$ cat src/rtl/cache_controller.sv
// rtl/cache_controller.sv - cache control FSM: hits, dirty write-back, line fill, hit/miss stats
//
// Purpose: sequences CPU load/store requests against the cache and a fixed-latency
// main memory. A hit completes in the request cycle. A miss stalls the CPU through
// an optional write-back (WB), a memory read (ALLOC) and a one-cycle line fill (FILL).
// The request is then re-evaluated in IDLE and hits.
//
// Ports:
//   clk, rst_b                  clock, asynchronous active-low reset
//   mem_read, mem_write         CPU request (write wins if both are set), held while stall=1
//   byte_access                 store writes a single byte
//   hit, dirty_bit              cache status, sampled in IDLE only
//   cache_we, cache_in_select   cache write enable; data source (1: CPU, 0: memory)
//   mem_in_select, is_byte      memory address source (1: victim); byte write to cache
//   mem_we, stall               main-memory write enable; CPU hold
//   hit_count, miss_count       wrapping statistics counters
module cache_controller #(
  parameter int MEM_LATENCY = 4,
  parameter int STAT_W      = 32
) (
  input  logic              clk,
  input  logic              rst_b,
  input  logic              mem_read,
  input  logic              mem_write,
  input  logic              byte_access,
  input  logic              hit,
  input  logic              dirty_bit,
  output logic              cache_we,
  output logic              cache_in_select,
  output logic              mem_in_select,
  output logic              is_byte,
  output logic              mem_we,
  output logic              stall,
  output logic [STAT_W-1:0] hit_count,
  output logic [STAT_W-1:0] miss_count
);

  localparam int CW = $clog2(MEM_LATENCY + 1);

  typedef enum logic [1:0] {S_IDLE, S_WB, S_ALLOC, S_FILL} state_t;

  state_t          r_state, w_next;
  logic [CW-1:0]   r_cnt, w_cnt_next;
  logic            r_refill, w_refill_next;
  logic            w_hit_inc, w_miss_inc;
  logic            w_req, w_is_write, w_lat_done;
  logic            w_cache_we, w_cache_in_select, w_mem_in_select, w_is_byte, w_mem_we, w_stall;
  logic [STAT_W-1:0] r_hit_count, r_miss_count;

  assign w_req      = mem_read | mem_write;
  assign w_is_write = mem_write;
  assign w_lat_done = (r_cnt == CW'(MEM_LATENCY - 1));

  always_ff @(posedge clk or negedge rst_b) begin
    if (!rst_b) begin
      r_state      <= S_IDLE;
      r_cnt        <= '0;
      r_refill     <= 1'b0;
      r_hit_count  <= '0;
      r_miss_count <= '0;
    end else begin
      r_state  <= w_next;
      r_cnt    <= w_cnt_next;
      r_refill <= w_refill_next;
      if (w_hit_inc)  r_hit_count  <= r_hit_count + 1'b1;
      if (w_miss_inc) r_miss_count <= r_miss_count + 1'b1;
    end
  end

  always_comb begin
    w_next            = r_state;
    w_cnt_next        = r_cnt;
    w_refill_next     = r_refill;
    w_hit_inc         = 1'b0;
    w_miss_inc        = 1'b0;
    w_cache_we        = 1'b0;
    w_cache_in_select = 1'b0;
    w_mem_in_select   = 1'b0;
    w_is_byte         = 1'b0;
    w_mem_we          = 1'b0;
    w_stall           = 1'b0;
    case (r_state)
      S_IDLE: begin
        if (w_req && hit) begin
          if (w_is_write) begin
            w_cache_we        = 1'b1;
            w_cache_in_select = 1'b1;
            w_is_byte         = byte_access;
          end
          // A hit that follows our own refill was already counted as a miss.
          w_hit_inc     = !r_refill;
          w_refill_next = 1'b0;
        end else if (w_req) begin
          w_stall       = 1'b1;
          w_miss_inc    = 1'b1;
          w_refill_next = 1'b1;
          w_cnt_next    = '0;
          w_next        = dirty_bit ? S_WB : S_ALLOC;
        end else begin
          // Request dropped during a miss: forget the refill so nothing is counted.
          w_refill_next = 1'b0;
        end
      end
      S_WB: begin
        w_mem_in_select = 1'b1;
        w_mem_we        = 1'b1;
        w_stall         = 1'b1;
        if (w_lat_done) begin
          w_cnt_next = '0;
          w_next     = S_ALLOC;
        end else begin
          w_cnt_next = r_cnt + 1'b1;
        end
      end
      S_ALLOC: begin
        w_stall = 1'b1;
        if (w_lat_done) begin
          w_cnt_next = '0;
          w_next     = S_FILL;
        end else begin
          w_cnt_next = r_cnt + 1'b1;
        end
      end
      S_FILL: begin
        w_cache_we = 1'b1;
        w_stall    = 1'b1;
        w_next     = S_IDLE;
      end
      default: w_next = S_IDLE;
    endcase
  end

  // Gate with reset so a held request cannot raise Mealy outputs while in reset.
  assign cache_we        = w_cache_we        & rst_b;
  assign cache_in_select = w_cache_in_select & rst_b;
  assign mem_in_select   = w_mem_in_select   & rst_b;
  assign is_byte         = w_is_byte         & rst_b;
  assign mem_we          = w_mem_we          & rst_b;
  assign stall           = w_stall           & rst_b;
  assign hit_count       = r_hit_count;
  assign miss_count      = r_miss_count;

endmodule

$ cat config.mk
export PLATFORM = sky130hd
export DESIGN_NAME = cache_controller
export DESIGN_NICKNAME = d
export VERILOG_FILES = /design/src/rtl/cache_controller.sv
export SDC_FILE = /design/constraint.sdc
export NUM_CORES = 1
export LEC_CHECK = 0
export CORE_ASPECT_RATIO = 1.1
export CORE_MARGIN = 8
export CORE_UTILIZATION = 54
export CTS_CLUSTER_DIAMETER = 200
export DETAILED_ROUTE_END_ITERATION = 10
export GPL_TIMING_DRIVEN = 0
export PLACE_DENSITY = 0.85
export RECOVER_POWER = 25
export SLEW_MARGIN = 20
export SYNTH_ARGS = -nofsm -noshare
export SYNTH_HDL_FRONTEND = slang
export SYNTH_SLANG_ARGS = --single-unit
$ cat constraint.sdc
create_clock -name clk -period 3.6 [get_ports clk]
set_clock_uncertainty 0.15 [all_clocks]
set_input_delay 1.08 -clock clk [delete_from_list [all_inputs] [get_ports clk]]
set_output_delay 1.08 -clock clk [all_outputs]
set_load 0.1 [all_outputs]
==> flow_metrics.tcl, run 1 <==
set metrics [dict create \
    grt_max_degree 59 \
    status "completed" \
    p_leak_nw 2.011 \
    seq_area_frac_synth_pct 50.32 \
    fin_nets 430 \
    tns_ns 0 \
    power_switching_w 0.001033 \
    path_max_fanout 5 \
    synth_compound_area_share_pct 2.301 \
    hp-class "flip-flop to flip-flop" \
    layout_common_cells "dfrtp_1 (70), clkdlybuf4s50_1 (69), xnor2_1 (40)" \
    wl_per_cell_um 16.18 \
    critical_path_arrival_ns 2.30 \
    grt_pass1_vias 2930 \
    fp-row-count 30 \
    muxShareOfSynthArea_pct 2.121 \
    path_class "input pin to output port" \
    yosys-top-cells-area "dfrtp_1 (50%), xnor2_1 (10%), xor2_1 (5.8%)" \
    rsz0062_at_grt "no" \
    synth_fa_ha_area_share_pct 2.876 \
    synth_cell_types 35 \
    cp_data_required_time_ns 2.37 \
    drt-pass1-iter-count 4 \
    power.internal_w 0.001407 \
    post_cts_buffers 0 \
    drv_slew 0 \
    ys_ff_latch 70 \
    antenna_found_initial 0 \
    min_period_ns 3.534 \
    dp_hpwl_um 5957 \
    netlist_instances 327 \
    htree_levels 3 \
    clock-sinks 70 \
    cts-root-buf "clkbuf_8" \
    first_iter_violations 114 \
    place_ws_ns -0.7758 \
    syn_area_um2 3481 \
    core_area_um2 6193 \
    drtAntennaViolNets 0 \
    ioPinCount 77 \
    synth_top_area_cell "dfrtp_1" \
    slew_headroom_pct 7.776 \
    initial_core_util_pct 56.20 \
    final_common_cell "dfrtp_1" \
    startpoint_type "input pin" \
    cts_tree "yes" \
    powerDensity_nw_per_um2 541.8 \
    cts_buffers 9 \
    grt-ovfl-total 0 \
    synth-simple-area-share_pct 24.16 \
    end_kind "output port" \
    drv_cap 0 \
    diodes 0 \
    peakVddDrop_mv 0.4594 \
    die_width_um 92.55 \
    synth_top_family_by_area "simple AND/OR/NAND/NOR gates" \
    fmax_mhz 283.0 \
    vias 2856 \
    fp.dieH_um 100.2 \
    p_clk_share_pct 22.5 \
    avgSynthCellArea_um2 10.64 \
    setup_violations 0 \
    clk_latency_ns 0.34 \
    synthToLayoutAreaGrowth_pct 29.37 \
    drt-vias-per-instance 5.723 \
    tightest_slew_ns 1.383 \
    fillers 458 \
    syn-num-nets 342 \
    cts_buffer_depth 2 \
    finalHoldViolCount 0 \
    synth_top_area_share_pct 50.32 \
    yosys_warnings 0 \
    grt_use_total_pct 18.17 \
    worst_slack_ns 0.06600 \
    gp_congestion 0.8708 \
    p_comb_share_pct 38.4 \
    drive_gt1_share_pct 8.115 \
    port_buffers 76 \
    grt_pass1_wl_um 13720 \
    seqPwrFrac_pct 39.1 \
    totalWireLength_um 8072 \
    postCtsHoldBufs 0 \
    clkTransAtPathRegs_ns 0.07 \
    drc_errors 0 \
    die_area_um2 9274 \
    final.period_utilization_pct 98.17 \
    yosys.area_share.xor_xnor_pct 15.85 \
    swShare_pct 42.34 \
]
## Yosys cell counts
cell	n
xor2_1	23
and2_1	9
nor4b_1	1
or3_1	1
nor4_1	14
clkbuf_1	6
nand3_1	24
o211ai_1	1
or4_1	1
clkbuf_2	1
nor2b_1	2
buf_2	2
and4_1	10
o21ba_2	1
or2_2	2
nor3_1	7
xnor2_1	40
ha_1	8
o21ai_0	3
o21bai_1	1
nand3_2	1
a21boi_0	2
nor4_2	1
dfrtp_1	70
buf_4	1
mux2_2	3
nand2b_1	1
nand4_1	28
mux2i_1	4
inv_1	10
and3_1	12
nor2_1	12
a21oi_1	1
nand2_1	22
o211a_1	2
## state kept, by name, summed over array words and instances (netlist names)
| register | flops |
|---|---|
| hit_count | 32 |
| miss_count | 32 |
| r_cnt | 3 |
| r_state | 2 |
| r_refill | 1 |
## power by group through the flow
stage                     registers, W  clock network [W]  logic [W]
after detailed placement      0.000966                  0   0.000942
after global routing          0.000966           0.000597   0.000991
after CTS                     0.000953           0.000558   0.000940
final                         0.000954           0.000549   0.000936
after floorplan                0.00127                  0   0.000400
after global placement        0.000962                  0   0.000918
## what timing repair did
item	in CTS	in global routing
pin swaps	0	0
gates resized for setup	28	4
gates cloned	0	0
setup endpoints to repair	6	5
## routing by layer
| metal | up-vias | part of all wire (%) | global-route usage, % |
|---|---|---|---|
| met5 | - | 0 | 0 |
| met4 | 0 | 1.6 | 8.189 |
| met3 | 13 | 5.8 | 5.078 |
| met2 | 73 | 50 | 30.56 |
| met1 | 1433 | 42 | 21.03 |
| li1 | 1337 | - | - |
## cells by family (layout without fill, tap and decap cells)
logic type	after synthesis	after routing
flip-flops	70	70
AO/OA/AOI/OAI	11	11
XOR/XNOR	63	63
buffers and inverters	20	112
multiplexers	7	7
adder cells (fa/ha/maj)	8	8
AND/OR/NAND/NOR	148	148
## layout make-up
type | instances | area (µm²) | area share (%)
Buffer | 10 | 46.29 | 1.028
Clock buffer | 14 | 162.7 | 3.612
Clock inverter | 1 | 5.005 | 0.1111
Inverter | 10 | 37.54 | 0.8336
Multi-Input combinational cell | 237 | 1650 | 36.65
Sequential cell | 70 | 1752 | 38.90
Tap cell | 80 | 100.1 | 2.223
Timing Repair Buffer | 77 | 749.5 | 16.64
## critical path, cell delays in order
cell	delay, ns
clkdlybuf4s50_1	0.55
and3_1	0.23
and3_1	0.16
buf_4	0.28
## per-stage QoR
| stage | utilization (%) | hold WS, ns | cell area [µm²] | total power (W) | std cells |
|---|---|---|---|---|---|
| 6_report | 72.71 | 0.3187 | 4503 | 0.002440 | 499 |
| 5_1_grt | 72.71 | 0.3603 | 4503 | 0.002554 | 499 |
| 4_1_cts | 73.09 | 0.3261 | 4527 | 0.002451 | 499 |
| 3_5_place_dp | 70.57 | 0.3128 | 4370 | 0.001908 | 484 |
| 3_3_place_gp | 70.16 | 0.3114 | 4345 | 0.001880 | 483 |
| 2_1_floorplan | - | 0.3205 | 3485 | 0.001666 | 327 |
## path summary, 6_finish.rpt
path	start	endpoint	slack (ns)	depth (start not counted)
worst max-delay path	mem_write	is_byte	0.07	4
worst min-delay path	hit_count[31]	hit_count[31]	0.32	1
worst max register to register	r_state[0]	hit_count[31]	0.99	7
worst min register to register	hit_count[31]	hit_count[31]	0.32	1
max in group asynchronous	rst_b	miss_count[18]	1.28	2
min in group asynchronous	rst_b	hit_count[21]	0.43	1
(Power assumes the default switching activity.)
==> run 2: changes to the inputs <==
- ABC_AREA: unset -> 1
- CORE_UTILIZATION: 54 -> 56
==> run 2 against run 1 <==
Compared with the run above:
- the run now ends with capacitance limit, slew limit left
- non-clock buffer count shrank 7
- final area grew 12%
- final cell count grew 41%
- hold slack gained 0.035 ns
- combinational power shrank 8.7%
- fmax shrank 0.26%
- sequential power shrank 2.6%
- first-iteration DRC count grew 18%
- synthesized cell count grew 62%
- count of clock-buffer cells in the layout shrank 4
- largest power group unchanged
- highest routed layer unchanged
==> flow_metrics.tcl, run 2 <==
set metrics [dict create \
    status "finished, violations left" \
    violations "capacitance limit, slew limit" \
    drc_errors 0 \
    fp.dieH_um 104.5 \
    multi_input_area_um2 1993 \
    grt_pass1_wl_um 17070 \
    seq_area_um2 1752 \
    ys.flop_type "dfrtp_1" \
    yosys-top-cells-area "dfrtp_1 (44%), nand2_1 (15%), nor2_1 (7.1%)" \
    p_leak_nw 2.249 \
    ys_ff_latch 70 \
    path_class "input pin to output port" \
    grt_pass1_vias 3851 \
    tns_ns 0 \
    cts_tree "yes" \
    postCtsHoldBufs 0 \
    vias 3740 \
    grt_use_total_pct 21.02 \
    setup_violations 0 \
    end_kind "output port" \
    post_cts_buffers 0 \
    synthToLayoutAreaGrowth_pct 26.47 \
    final.period_utilization_pct 98.42 \
    cts-root-buf "clkbuf_8" \
    synth_commonest_cells "nand2_1 (161), nor2_1 (75), dfrtp_1 (70), inv_1 (66), nand3_1 (32)" \
    finalHoldViolCount 0 \
    drt-pass1-iter-count 6 \
    core_area_um2 6967 \
    critical_path_arrival_ns 2.31 \
    dp_hpwl_um 7541 \
    layout_common_cells "nand2_1 (161), nor2_1 (74), dfrtp_1 (70)" \
    worst_slack_ns 0.05686 \
    drv_cap 1 \
    finalPower_w 0.002340 \
    path_max_fanout 3 \
    htree_levels 3 \
    placed_area_um2 4898 \
    fin_nets 632 \
    wl_per_cell_um 14.03 \
    cts_resized 30 \
    diodes 0 \
    peakVddDrop_mv 0.8982 \
    clock-sinks 70 \
    first_iter_violations 135 \
    drive_gt1_share_pct 7.581 \
    drtAntennaViolNets 0 \
    muxShareOfSynthArea_pct 0 \
    startpoint_type "input pin" \
    initial_core_util_pct 57.27 \
    synth_edf_count 0 \
    drv_slew 39 \
    fmax_mhz 282.2 \
    port_buffers 76 \
    fin_area_um2 5046 \
    tightest_slew_ns 1.972 \
    seq_area_frac_synth_pct 43.90 \
    fillers 561 \
    clkTransAtPathRegs_ns 0.07 \
    syn-num-nets 544 \
    synth_top_area_cell "dfrtp_1" \
    yosys.area_share.xor_xnor_pct 8.122 \
    synth-simple-area-share_pct 36.85 \
    synth_cell_types 27 \
    cts_buffers 9 \
    yosysMostFrequentCell "nand2_1" \
    async_flop_share_pct 100.0 \
    slew_headroom_pct -31.44 \
    clk_latency_ns 0.35 \
    syn_area_um2 3990 \
    cp_data_required_time_ns 2.37 \
    powerDensity_nw_per_um2 463.6 \
    totalWireLength_um 9892 \
    ioPinCount 77 \
    fp-row-count 32 \
    avgSynthCellArea_um2 7.543 \
    rsz0062_at_grt "no" \
    drt-vias-per-instance 5.305 \
    grt_max_degree 39 \
    netlist_instances 529 \
    antenna_found_initial 0 \
    die_area_um2 10090 \
    synth_compound_area_share_pct 1.881 \
    gp_congestion 0.9065 \
    place_ws_ns -0.8747 \
    die_width_um 96.48 \
    cts_buffer_depth 2 \
    synth_fa_ha_area_share_pct 2.509 \
    final_common_cell "nand2_1" \
    min_period_ns 3.543 \
    hp-class "flip-flop to flip-flop" \
    yosys_warnings 0 \
    synth_top_area_share_pct 43.90 \
    synth_top_family_by_area "simple AND/OR/NAND/NOR gates" \
    grt-ovfl-total 0 \
]
==> run 2: cell count changes after synthesis, moves of 6 or more <==
cell and delta:
nand2_1 +139, nor2_1 +63, inv_1 +56, xnor2_1 -20, nor4_1 -14, and3_1 -12
and4_1 -10, and2_1 -8, nand3_1 +8, nand3b_1 +6, nor2_2 +6, xor2_1 -6
==> run 2: logic make-up after synthesis <==
group / Yosys count
adder cells (fa/ha/maj): 8
flip-flops: 70
buffers and inverters: 70
AO/OA/AOI/OAI: 14
XOR/XNOR: 37
AND/OR/NAND/NOR: 330
==> run 2: routing by layer <==
layer | vias up | wire length [µm] | GRT usage (%)
met4 | 0 | 287 | 10.83
met2 | 136 | 4852 | 34.41
met3 | 24 | 696 | 4.223
li1 | 1827 | - | -
met5 | - | 0 | 0
met1 | 1753 | 4057 | 25.15
==> run 2: final timing paths <==
path / end / cells after the start / slack (ns) / startpoint
worst max-delay path: cache_in_select / 4 / 0.06 / mem_write
worst min-delay path: r_cnt[2] / 2 / 0.35 / r_cnt[2]
worst max register to register: hit_count[29] / 11 / 1.51 / r_state[1]
worst min register to register: r_cnt[2] / 2 / 0.35 / r_cnt[2]
max in group asynchronous: miss_count[15] / 2 / 0.70 / rst_b
min in group asynchronous: hit_count[5] / 1 / 0.45 / rst_b
==> run 2: where the power goes <==
group	switching, W	leakage [nW]	internal (W)
Combinational	0.000635	1.23	0.000219
Clock	0.000297	0.0800	0.000258
Sequential	0.0000722	0.938	0.000857
==> run 2: critical path, stage by stage <==
cell	delay [ns]
clkdlybuf4s50_1	0.49
inv_1	0.08
nor3_4	0.20
buf_2	0.45
==> run 2: final cells by class <==
cell class              instances  area share, %
clock inverters                 4         0.4959
clock buffers                  10          2.727
inverters                      67          5.009
flip-flops and latches         70          34.71
multi-input cells             389          39.50
repair buffers                 77          15.13
plain buffers                   3         0.3223
well taps                      85          2.108
==> run 2: through the flow <==
| step | hold slack (ns) | util (%) | cells |
|---|---|---|---|
| final | 0.3533 | 72.43 | 705 |
| after detailed placement | 0.3414 | 70.31 | 691 |
| after global routing | 0.3634 | 72.43 | 705 |
| after floorplan | 0.3216 | - | 529 |
| after CTS | 0.3560 | 72.56 | 705 |
| after global placement | 0.3378 | 70.06 | 690 |
==> run 3: changes to the inputs <==
- MAX_ROUTING_LAYER: unset -> met4
==> run 3 against run 2 <==
Compared with the run above:
- the flow now finishes without violations
- combinational power grew 1%
- final cell count increased by 0.14%
- via count decreased by 0.94%
- non-clock buffer count rose by 1
- register-to-register slack worse by 0.02 ns
- critical endpoint is now is_byte
- largest power group unchanged
- core utilization rose by 0.48 points
- setup slack improved by 0.0021 ns
- sequential cell count is the same
- wire length is 0.91% higher
- final area increased by 0.67%
- clock power down 0.9%
==> flow_metrics.tcl, run 3 (same netlist as run 2, synthesis figures left out) <==
set metrics [dict create \
    finalHoldViolCount 0 \
    vias 3705 \
    clkTransAtPathRegs_ns 0.07 \
    ioPinCount 77 \
    met2_usage_pct 34.75 \
    diodes 0 \
    crit_slowest_cell "clkdlybuf4s50_1" \
    core_area_um2 6967 \
    swShare_pct 42.84 \
    fmax_mhz 282.4 \
    end_kind "output port" \
    drt-pass1-iter-count 4 \
    placed_area_um2 4906 \
    peakVddDrop_mv 0.5977 \
    status "completed" \
    grt_most_used_layer "met2" \
    fp.dieH_um 104.5 \
    grt_max_degree 28 \
    clock-sinks 70 \
    final.period_utilization_pct 98.36 \
    powerDensity_nw_per_um2 461.4 \
    cts-root-buf "clkbuf_8" \
    grt_use_met1_pct 25.51 \
    dp_hpwl_um 7614 \
    drv_cap 0 \
    cp_data_required_time_ns 2.37 \
    htree_levels 3 \
    grt_use_total_pct 21.76 \
    clk_latency_ns 0.35 \
    grt-ovfl-total 0 \
    drt-vias-per-instance 5.248 \
    tightest_slew_ns 1.279 \
    tns_ns 0 \
    antenna_found_initial 0 \
    setup_violations 0 \
    slew_headroom_pct 14.75 \
    wl_per_cell_um 14.14 \
    first_iter_violations 132 \
    grt_pass1_vias 3887 \
    seqPwrFrac_pct 39.6 \
    power_switching_w 0.001004 \
    p_comb_share_pct 36.9 \
    final_common_cell "nand2_1" \
    p_leak_nw 2.262 \
    rsz0062_at_grt "no" \
    cts_tree "yes" \
    die_area_um2 10090 \
    path_max_fanout 3 \
    layout_common_cells "nand2_1 (161), nor2_1 (74), dfrtp_1 (70)" \
    cp_cell_sequence "clkdlybuf4s50_1, nand2_2, nor3_4, and2_2, buf_4" \
    cts_buffer_depth 2 \
    grt_pass1_wl_um 17170 \
    drc_errors 0 \
    synthToLayoutAreaGrowth_pct 27.31 \
    fin_nets 633 \
    power.internal_w 0.001340 \
    use_met3_pct 3.364 \
    cts_buffers 9 \
    startpoint_type "input pin" \
    drive_gt1_share_pct 7.729 \
    totalWireLength_um 9982 \
    fp-row-count 32 \
    min_period_ns 3.541 \
    drtAntennaViolNets 0 \
    max_stage_delay_ns 0.52 \
    gp_congestion 0.9242 \
    port_buffers 76 \
    p_clk_share_pct 23.5 \
    die_width_um 96.48 \
    path_class "input pin to output port" \
    fin_area_um2 5080 \
    critical_path_arrival_ns 2.31 \
    initial_core_util_pct 57.27 \
    hp-class "flip-flop to flip-flop" \
    drv_slew 0 \
]
## run 3: cell count changes in the layout (fill, tap and decap cells not counted), sizes merged
cell    before  now
clkbuf      12   13
## run 3: through the flow
stage               total power, W  setup slack [ns]  hold WS (ns)  utilization [%]  cells
finish                    0.002344           0.05900        0.3625            72.92    706
global route              0.002461         0.0005318        0.3818            72.92    706
CTS                       0.002362           0.01328        0.3620            73.13    706
detailed placement        0.001811            -1.047        0.3510            70.42    691
global placement          0.001780            -3.755        0.3385            70.06    690
floorplan                 0.001591           -0.2872        0.3216                -    529
## run 3: layer usage
metal,up-vias,routed length (µm)
li1,1836,-
met1,1717,4185
met2,125,4852
met3,27,612
met4,0,331
met5,-,0
## run 3: path summary, 6_finish.rpt
kind                                  to  slack (ns)  depth (start not counted)           from
min in group asynchronous   hit_count[7]        0.41                          1          rst_b
min                        hit_count[30]        0.36                          2  hit_count[30]
max reg2reg                hit_count[29]        1.49                         11     r_state[0]
max                              is_byte        0.06                          5            hit
min reg2reg                hit_count[30]        0.36                          2  hit_count[30]
max in group asynchronous     r_state[0]        1.44                          2          rst_b
## run 3: critical path, delay by kind of cell
kind                   cells  cell delay, ns
buffers and inverters      2            0.80
AND/OR/NAND/NOR            3            0.42
## run 3: area by class of cell
type                            count  area [µm²]
Tap cell                           85       106.4
Sequential cell                    70        1752
Fill cell                         560        1887
Multi-Input combinational cell    389        1993
Inverter                           67       252.7
Clock inverter                      4       25.02
Clock buffer                       10       137.6
Timing Repair Buffer               78       797.0
Buffer                              3       16.27
## run 3: what timing repair did
| item | 4_1_cts | 5_1_grt |
|---|---|---|
| setup buffers | 0 | 0 |
| cloned | 1 | 0 |
| hold buffers | 0 | 0 |
| endpoints found under the setup margin | 6 | 5 |
| resized for setup | 30 | 4 |
## run 3: power by group through the flow
stage / clock network [W] / logic [W] / registers (W)
2_1_floorplan: 0 / 0.000376 / 0.00122
3_3_place_gp: 0 / 0.000841 / 0.000940
3_5_place_dp: 0 / 0.000867 / 0.000944
4_1_cts: 0.000561 / 0.000872 / 0.000929
5_1_grt: 0.000591 / 0.000931 / 0.000939
6_report: 0.000551 / 0.000864 / 0.000928
